--- src/rtl/approx_error_sweeper.sv ---
// approx_error_sweeper
//   Sweeps every N_IN-bit input vector through an exact circuit and its
//   approximated counterpart (both external, fed from o_vec_out), compares
//   the two unsigned output words per vector and accumulates the worst-case
//   absolute error, the count of erroneous vectors and the first vector
//   that reached the worst error.
//   Circuit outputs arrive LAT cycles after the vector is driven; a LAT-deep
//   (valid, vec) tag line lines the vector up with its sampled results.
//   Optional build macro: APPROX_SWEEP_ABORT_EN -- stop issuing vectors at
//   the first sample whose error exceeds ET; in-flight vectors still drain.
module approx_error_sweeper #(
    parameter int N_IN  = 4,
    parameter int N_OUT = 3,
    parameter int ET    = 4,
    parameter int LAT   = 1
) (
    input  logic              i_clk,
    input  logic              i_rst_n,
    input  logic              i_start,
    output logic [N_IN-1:0]   o_vec_out,
    output logic              o_vec_valid,
    input  logic [N_OUT-1:0]  i_exact_in,
    input  logic [N_OUT-1:0]  i_approx_in,
    output logic              o_busy,
    output logic              o_done,
    output logic              o_pass,
    output logic [N_OUT-1:0]  o_max_err,
    output logic [N_IN:0]     o_err_cnt,
    output logic [N_IN-1:0]   o_worst_vec
);

    typedef enum logic [1:0] {
        S_IDLE  = 2'd0,
        S_RUN   = 2'd1,
        S_DRAIN = 2'd2,
        S_DONE  = 2'd3
    } state_t;

    localparam logic [N_IN-1:0] LAST_VEC = {N_IN{1'b1}};
    localparam logic [31:0]     ET_U     = 32'(ET);

    // Unsigned absolute difference; the result always fits in N_OUT bits.
    function automatic logic [N_OUT-1:0] abs_diff(input logic [N_OUT-1:0] a,
                                                  input logic [N_OUT-1:0] b);
        logic [N_OUT-1:0] d;
        if (a >= b) begin
            d = a - b;
        end else begin
            d = b - a;
        end
        return d;
    endfunction

    state_t            r_state;
    state_t            w_state_nxt;
    logic [N_IN-1:0]   r_vec;
    logic              r_vec_valid;
    logic              r_busy;
    logic              r_done;
    logic              r_pass;
    logic [N_OUT-1:0]  r_max_err;
    logic [N_IN:0]     r_err_cnt;
    logic [N_IN-1:0]   r_worst_vec;

    logic              w_smp_valid;
    logic [N_IN-1:0]   w_smp_vec;
    logic              w_dl_pending;
    logic [N_OUT-1:0]  w_err;
    logic              w_over;
    logic              w_abort;
    logic              w_run_entry;
    logic              w_issue_stop;

    // Tag line aligning each issued vector with the cycle its results arrive.
    generate
        if (LAT == 0) begin : g_no_delay
            assign w_smp_valid  = r_vec_valid;
            assign w_smp_vec    = r_vec;
            assign w_dl_pending = 1'b0;
        end else begin : g_delay
            logic [LAT-1:0]            r_dl_valid;
            logic [LAT-1:0][N_IN-1:0]  r_dl_vec;

            // Shift (valid, vec) tags one stage per cycle.
            always_ff @(posedge i_clk or negedge i_rst_n) begin
                if (!i_rst_n) begin
                    r_dl_valid <= '0;
                    r_dl_vec   <= '0;
                end else begin
                    r_dl_valid[0] <= r_vec_valid;
                    r_dl_vec[0]   <= r_vec;
                    for (int i = 1; i < LAT; i++) begin
                        r_dl_valid[i] <= r_dl_valid[i-1];
                        r_dl_vec[i]   <= r_dl_vec[i-1];
                    end
                end
            end

            assign w_smp_valid = r_dl_valid[LAT-1];
            assign w_smp_vec   = r_dl_vec[LAT-1];
            if (LAT == 1) begin : g_lat1
                assign w_dl_pending = 1'b0;
            end else begin : g_latn
                assign w_dl_pending = |r_dl_valid[LAT-2:0];
            end
        end
    endgenerate

    assign w_err  = abs_diff(i_exact_in, i_approx_in);
    assign w_over = ({{(32-N_OUT){1'b0}}, w_err} > ET_U);

`ifdef APPROX_SWEEP_ABORT_EN
    assign w_abort = (r_state == S_RUN) && w_smp_valid && w_over;
`else
    assign w_abort = 1'b0;
`endif

    assign w_run_entry  = ((r_state == S_IDLE) || (r_state == S_DONE)) && i_start;
    assign w_issue_stop = (r_state == S_RUN) && (w_abort || (r_vec == LAST_VEC));

    // Next-state logic; start is only honoured from IDLE or DONE.
    always_comb begin
        w_state_nxt = r_state;
        case (r_state)
            S_IDLE: begin
                if (i_start) begin
                    w_state_nxt = S_RUN;
                end else begin
                    w_state_nxt = S_IDLE;
                end
            end
            S_RUN: begin
                if (w_issue_stop) begin
                    // With zero latency the last sample coincides with issue.
                    w_state_nxt = (LAT == 0) ? S_DONE : S_DRAIN;
                end else begin
                    w_state_nxt = S_RUN;
                end
            end
            S_DRAIN: begin
                // The stage being sampled now is the last live one.
                if (!w_dl_pending) begin
                    w_state_nxt = S_DONE;
                end else begin
                    w_state_nxt = S_DRAIN;
                end
            end
            S_DONE: begin
                if (i_start) begin
                    w_state_nxt = S_RUN;
                end else begin
                    w_state_nxt = S_DONE;
                end
            end
            default: begin
                w_state_nxt = S_IDLE;
            end
        endcase
    end

    // State, status flags, vector counter and error statistics.
    always_ff @(posedge i_clk or negedge i_rst_n) begin
        if (!i_rst_n) begin
            r_state     <= S_IDLE;
            r_busy      <= 1'b0;
            r_done      <= 1'b0;
            r_vec       <= '0;
            r_vec_valid <= 1'b0;
            r_pass      <= 1'b0;
            r_max_err   <= '0;
            r_err_cnt   <= '0;
            r_worst_vec <= '0;
        end else begin
            r_state <= w_state_nxt;
            r_busy  <= (w_state_nxt == S_RUN) || (w_state_nxt == S_DRAIN);
            r_done  <= (w_state_nxt == S_DONE);

            if (w_run_entry) begin
                r_vec       <= '0;
                r_vec_valid <= 1'b1;
            end else if (w_issue_stop) begin
                r_vec       <= '0;
                r_vec_valid <= 1'b0;
            end else if (r_state == S_RUN) begin
                r_vec       <= r_vec + {{(N_IN-1){1'b0}}, 1'b1};
            end

            if (w_run_entry) begin
                r_pass      <= 1'b1;
                r_max_err   <= '0;
                r_err_cnt   <= '0;
                r_worst_vec <= '0;
            end else if (w_smp_valid) begin
                if (w_err != '0) begin
                    r_err_cnt <= r_err_cnt + {{N_IN{1'b0}}, 1'b1};
                end
                // Strictly greater: on a tie the earlier vector is kept.
                if (w_err > r_max_err) begin
                    r_max_err   <= w_err;
                    r_worst_vec <= w_smp_vec;
                end
                if (w_over) begin
                    r_pass <= 1'b0;
                end
            end
        end
    end

    assign o_vec_out   = r_vec;
    assign o_vec_valid = r_vec_valid;
    assign o_busy      = r_busy;
    assign o_done      = r_done;
    assign o_pass      = r_pass;
    assign o_max_err   = r_max_err;
    assign o_err_cnt   = r_err_cnt;
    assign o_worst_vec = r_worst_vec;

endmodule

--- config.mk ---
export PLATFORM = sky130hd
export DESIGN_NAME = approx_error_sweeper
export DESIGN_NICKNAME = d
export VERILOG_FILES = /design/src/rtl/approx_error_sweeper.sv
export SDC_FILE = /design/constraint.sdc
export NUM_CORES = 1
export LEC_CHECK = 0
export ABC_AREA = 1
export CORE_MARGIN = 1.5
export CORE_UTILIZATION = 50
export DETAILED_ROUTE_END_ITERATION = 10
export PLACE_DENSITY = 0.88
export SYNTH_ARGS = -nofsm -noshare
export SYNTH_HDL_FRONTEND = slang
export SYNTH_SLANG_ARGS = --single-unit
--- constraint.sdc ---
create_clock -name i_clk -period 2.1 [get_ports i_clk]
set_clock_uncertainty 0.05 [all_clocks]
set_input_delay 0.21 -clock i_clk [delete_from_list [all_inputs] [get_ports i_clk]]
set_output_delay 0.21 -clock i_clk [all_outputs]
set_load 0.01 [all_outputs]
[Word level (Yosys, flattened, before mapping)]
Index checks and enable logic that the tools add are counted.
Operators by class
  add/sub/neg operators: 4
  $lt $le $gt $ge: 3
  eq/ne operators: 7
  mux-type cells: 22
  reduce and logical (&&, ||, !) cells: 15
Operators by type and width (count)
  $mux W4: 6
  $mux W5: 3
  $mux W3: 4
  $reduce_bool A2 Y1: 5
  $eq A2 B2 Y1 const B: 4
  $pmux W2 S4: 1
  $mux W1: 6
  $reduce_and A2 Y1: 3
  $reduce_bool A3 Y1: 2
  $sub A3 B3 Y3: 2
  $add A5 B1 Y5 const B: 1
  $add A4 B1 Y4 const B: 1
  $eq A2 B1 Y1 const B: 2
  $eq A4 B4 Y1 const B: 1
  $mux W2: 2
  $ge A3 B3 Y1: 1
  $gt A3 B3 Y1: 1
  $gt A3 B3 Y1 const B: 1
  $logic_and A1 B1 Y1: 2
  $logic_not A2 Y1: 1
  $logic_or A1 B1 Y1: 2
Storage, ports and cells
  register bits: 27
  input port bits: 9
  output and inout bits: 20
  logic and storage cells: 62

[Longest topological paths before layout]
  depth in word-level cells: 6
  mapped depth: 16
  depth with buffers taken out: 16

[Least setup slack after synthesis]
OpenSTA, ideal clock, no wires.
  path type: input -> register
  start point: in i_exact_in[0]
  end point: reg r_max_err[1] (netlist: o_max_err[1])
  library setup time: 0.085 ns
  arrival time: 2.023 ns
  required time: 1.965 ns
  path slack: -0.058 ns
  stages: 13
  buffers on the path: 0
  path through: inv_1 -> ha_1 -> inv_1 -> fa_1 -> xnor2_1 -> nand2_1 -> nand2_2 -> inv_2 -> ha_1 -> nand2_1 -> o21ai_1 -> nand4_1 -> o22ai_1
Between the ends
  cells in the longest elaborated chain, start to end: 5
  elaborated cells between the ends (all ways): 10
  those cells by class: 2 x add/sub; 2 x order compare; 4 x mux; 2 x reduce/logical
Ends and longest elaborated chain
  from (decl): RTL line 22  | input logic [N_OUT-1:0] i_exact_in,
  $sub A3 B3 Y3 (tied with other cells): RTL line 49  | d = b - a;
  $mux W3 (*): RTL line 46  | if (a >= b) begin
  $gt A3 B3 Y1 / $mux W3 (equally long branches): RTL line 198  | if (w_err > r_max_err) begin
  $reduce_bool A2 Y1 (no source line) / $mux W3 (equally long branches)
  $reduce_and A2 Y1 (no source line) / $mux W3 (equally long branches)
  to (signal assigned): RTL line 199  | r_max_err <= w_err;
  to (decl): RTL line 61  | logic [N_OUT-1:0] r_max_err;
Every way passes the cells marked *; elsewhere a longest branch is shown, timed or not. The select of a mux whose other input is x is not followed.
A chain may end at the register's enable or synchronous reset.

[Worst setup path after layout]
  start point: in i_exact_in[0]
  end point: reg r_max_err[2] (netlist: o_max_err[2])
The elaborated chain is that of the path after synthesis.

==> summary.md <==
| Metric | Value |
|---|---|
| Status | `complete, but fails checks` |
| Failing checks | `DRC` |
| Drt drc | `1` |
| H-tree depth | `1` |
| Worst path slowest cell | `fa_2` |
| Max-slew violations | `0` |
| Core area | `0.002805 sq mm` |
| Max cap viols | `0` |
| Finished Layout Cells | `237` |
| Sink Count | `27` |
| R2R depth | `7` |
| Crit Path Class | `primary input to flop` |
| Post-synthesis cell type count | `24` |
| Peak supply drop | `0.0007186 V` |
| First-pass GRT wire length | `5.520 mm` |
| Crit-path max FO | `6` |
| Count of state elements after synthesis | `27` |
| CTS Buf Count | `3` |
| Longest Clk Path Bufs | `2` |
| Endpoints failing setup | `0` |
| Period utilisation layout | `97.12%` |
| FP Rows | `19` |
| Worst Hold Class | `primary input to async pin` |
| Largest net degree at the start of global routing | `28` |
| Yosys warning count | `0` |
| Worst R2R End | `o_max_err[2]` |
| Vias | `1254` |
| Share of post-route cells with drive strength above 1 | `33.50%` |
| IO Count | `29` |
| Final setup margin | `0.06052 ns` |
| Syn Area/Cell | `9.173 sq um` |
| Final Util | `74.93%` |
| Initial antenna violation count | `0` |
| Non-Filler Cell Area, Final | `0.002102 sq mm` |
| Setup crit end kind | `flop` |
| Largest stage delay, worst path | `0.39 ns` |
| Total gr overflow | `0` |
| Root Buffer | `clkbuf_4` |
| Most frequent CP cell | `nand2_2` |
| Placer congestion estimate | `0.8314` |
| Startpoint types | `primary input` |
| Min Tclk post-route | `2.039 ns` |
| Post-Place Cells | `229` |
| Post-route antenna net violation count | `0` |
| Reg2reg start | `r_state[0]` |
| Mapped Area | `0.001495 sq mm` |
| Ant. Diodes | `0` |
| Final hold violations | `0` |
| Worst slew pin tran | `0.3477 ns` |
| DP HPWL | `2.427 mm` |
| Critical Path, Cell by Cell | `buf_6, inv_12, ha_4, inv_2, fa_2, xnor2_2, nand2_2, nand2_2, inv_2, ha_4, nand2_2, o21ai_2, buf_4, nand3_2, nand2_2, o22ai_1` |
| WP data required | `2.26 ns` |
| Layout area overhead | `40.59%` |
| Sequential element share of the synthesized area | `45.19%` |
| Die Wd | `57.69 microns` |
| CTS tree | `done` |
| I/O Buffers | `28` |
| Die area | `0.003328 sq mm` |
| First-iteration detailed-routing DRC count | `31` |
| PD cells | `1191 mW/mm^2` |
| Vias in the first global route | `1318` |
| Max Freq | `0.4903 GHz` |
| Crit path DAT | `2.20 ns` |
| DR pass1 iterations | `7` |
| Placed cell area | `0.001949 sq mm` |
| Rel. slew slack | `76.82%` |
| Syn Nets | `189` |
| CTS Hold Bufs | `0` |
| Clk slew on worst S/H paths | `0.15 ns` |
| Starting density of the core | `53.30%` |
| Flop2flop setup slack | `0.38 ns` |
| Final #Nets | `233` |
| Wire per inst | `13.84 microns` |
| Routed WL | `3.279 mm` |
| Skew-Pair Late Insertion Delay | `0.32 ns` |
| Gate count after technology mapping | `163` |
| Min Hold Slack | `0.1835 ns` |
| Leak Pwr | `1.035 nW` |
| Pre-CTS setup slack | `-0.7986 ns` |
| Filler cells | `203` |
| Mean number of vias per cell | `5.291` |
| Gr usage total | `21.83%` |
| Vert. Die Dim | `57.69 microns` |
cell type report:
cell class                      instances  area, sq um  share of cell area [%]
Multi-Input combinational cell        102        847.1                   40.30
Sequential cell                        27        675.6                   32.14
Timing Repair Buffer                   41        377.9                   17.98
Inverter                               32        135.1                   6.429
Tap cell                               31        38.79                   1.845
Clock buffer                            3        22.52                   1.071
Clock inverter                          1        5.005                  0.2381
sequential cells by signal (all words and copies together) (netlist names):
register	cells
g_delay.r_dl_valid	1
g_delay.r_dl_vec	4
o_busy	1
o_done	1
o_err_cnt	5
o_max_err	3
o_pass	1
o_vec_out	4
o_vec_valid	1
o_worst_vec	4
r_state	2
metal layers:
| metal | vias up | routed length (microns) | GRT usage [%] |
|---|---|---|---|
| met4 | 0 | 57 | 9.967 |
| met5 | - | 0 | 0 |
| met1 | 608 | 1263 | 24.30 |
| li1 | 612 | - | - |
| met2 | 28 | 1844 | 40.58 |
| met3 | 6 | 114 | 3.348 |
worst max-delay path: cells and delay by family:
kind                       cells  cell delay, ns
AOI/OAI and AO/OA              2            0.22
adders and majority gates      3            0.78
xor gates and xnor gates       1            0.17
buffers and inverters          5            0.39
and+or+nand+nor                5            0.44
worst max-delay path by stage:
stage / slack [ns] / to / from / cells past startpoint
after floorplan: -0.01 / o_max_err[1] / i_exact_in[0] / 13
after global placement: -0.65 / o_max_err[2] / i_exact_in[0] / 16
after detailed placement: -0.80 / o_max_err[1] / i_exact_in[0] / 16
after CTS: 0.03 / o_max_err[2] / i_approx_in[0] / 15
after global routing: -0.006 / o_max_err[1] / i_approx_in[1] / 15
final: 0.06 / o_max_err[2] / i_exact_in[0] / 16
cell usage in the layout (no fill, tap or decap), drive strengths merged:
master | Yosys | final
clkinv | 1 | 1
or2 | 1 | 1
a21oi | 7 | 7
nand4 | 6 | 6
o21ai | 8 | 8
nor2 | 6 | 6
nor3 | 1 | 1
o22ai | 2 | 2
nand2 | 27 | 27
buf | 0 | 15
fa | 2 | 2
xor2 | 3 | 3
ha | 15 | 15
clkbuf | 2 | 3
a22oi | 1 | 1
clkdlybuf4s15 | 0 | 1
dfrtp | 27 | 27
clkdlybuf4s50 | 0 | 22
nand3 | 20 | 20
dlygate4sd2 | 0 | 3
xnor2 | 3 | 3
inv | 31 | 32
cell families (layout without fill, tap and decap cells):
group	after synthesis	after routing	synth area share [%]
DFF	27	27	45.19
and+or+nand+nor	61	61	20.92
xor gates and xnor gates	6	6	3.515
adders and majority gates	17	17	15.23
AOI/OAI and AO/OA	18	18	6.611
buffers and inverters	34	77	8.535
where the power goes:
group          internal [mW]  total [mW]  leakage, nW  switching, mW
Clock                 0.0714       0.221       0.0177          0.150
Combinational          0.708        1.41        0.679          0.699
Sequential             0.713       0.874        0.338          0.161
through the flow:
| stage | TNS [ns] | power (mW) |
|---|---|---|
| final | 0 | 2.503 |
| after global routing | -0.01125 | 2.695 |
| after CTS | 0 | 2.394 |
| after detailed placement | -6.651 | 2.073 |
| after global placement | -5.357 | 1.993 |
| after floorplan | -0.02123 | 1.548 |
synthesized netlist by cell type:
| master | number | share of area (%) |
|---|---|---|
| a21oi_1 | 6 | 2.0 |
| or2_2 | 1 | 0.42 |
| xnor2_1 | 3 | 1.8 |
| xor2_1 | 3 | 1.8 |
| nor3_1 | 1 | 0.33 |
| clkinv_1 | 1 | 0.25 |
| nand2_2 | 5 | 2.1 |
| nand2_1 | 20 | 5.0 |
| ha_1 | 15 | 13 |
| clkbuf_1 | 2 | 0.50 |
| nand3_2 | 2 | 1.3 |
| o21ai_1 | 8 | 2.7 |
| nand4_1 | 6 | 2.5 |
| a22oi_1 | 1 | 0.50 |
| dfrtp_1 | 27 | 45 |
| inv_1 | 26 | 6.5 |
| fa_1 | 2 | 2.7 |
| inv_2 | 5 | 1.3 |
| a21oi_2 | 1 | 0.59 |
| nor2_1 | 5 | 1.3 |
| nand2_4 | 2 | 1.5 |
| o22ai_1 | 2 | 0.84 |
| nor2_2 | 1 | 0.42 |
| nand3_1 | 18 | 6.0 |
timing repair:
action                                  CTS  global route
resized for setup                        23            19
endpoints found under the setup margin    7             7
endpoints found under the hold margin     0             0
buffers inserted                          3             2
pin swaps                                16            13
(Power assumes the default switching activity.)
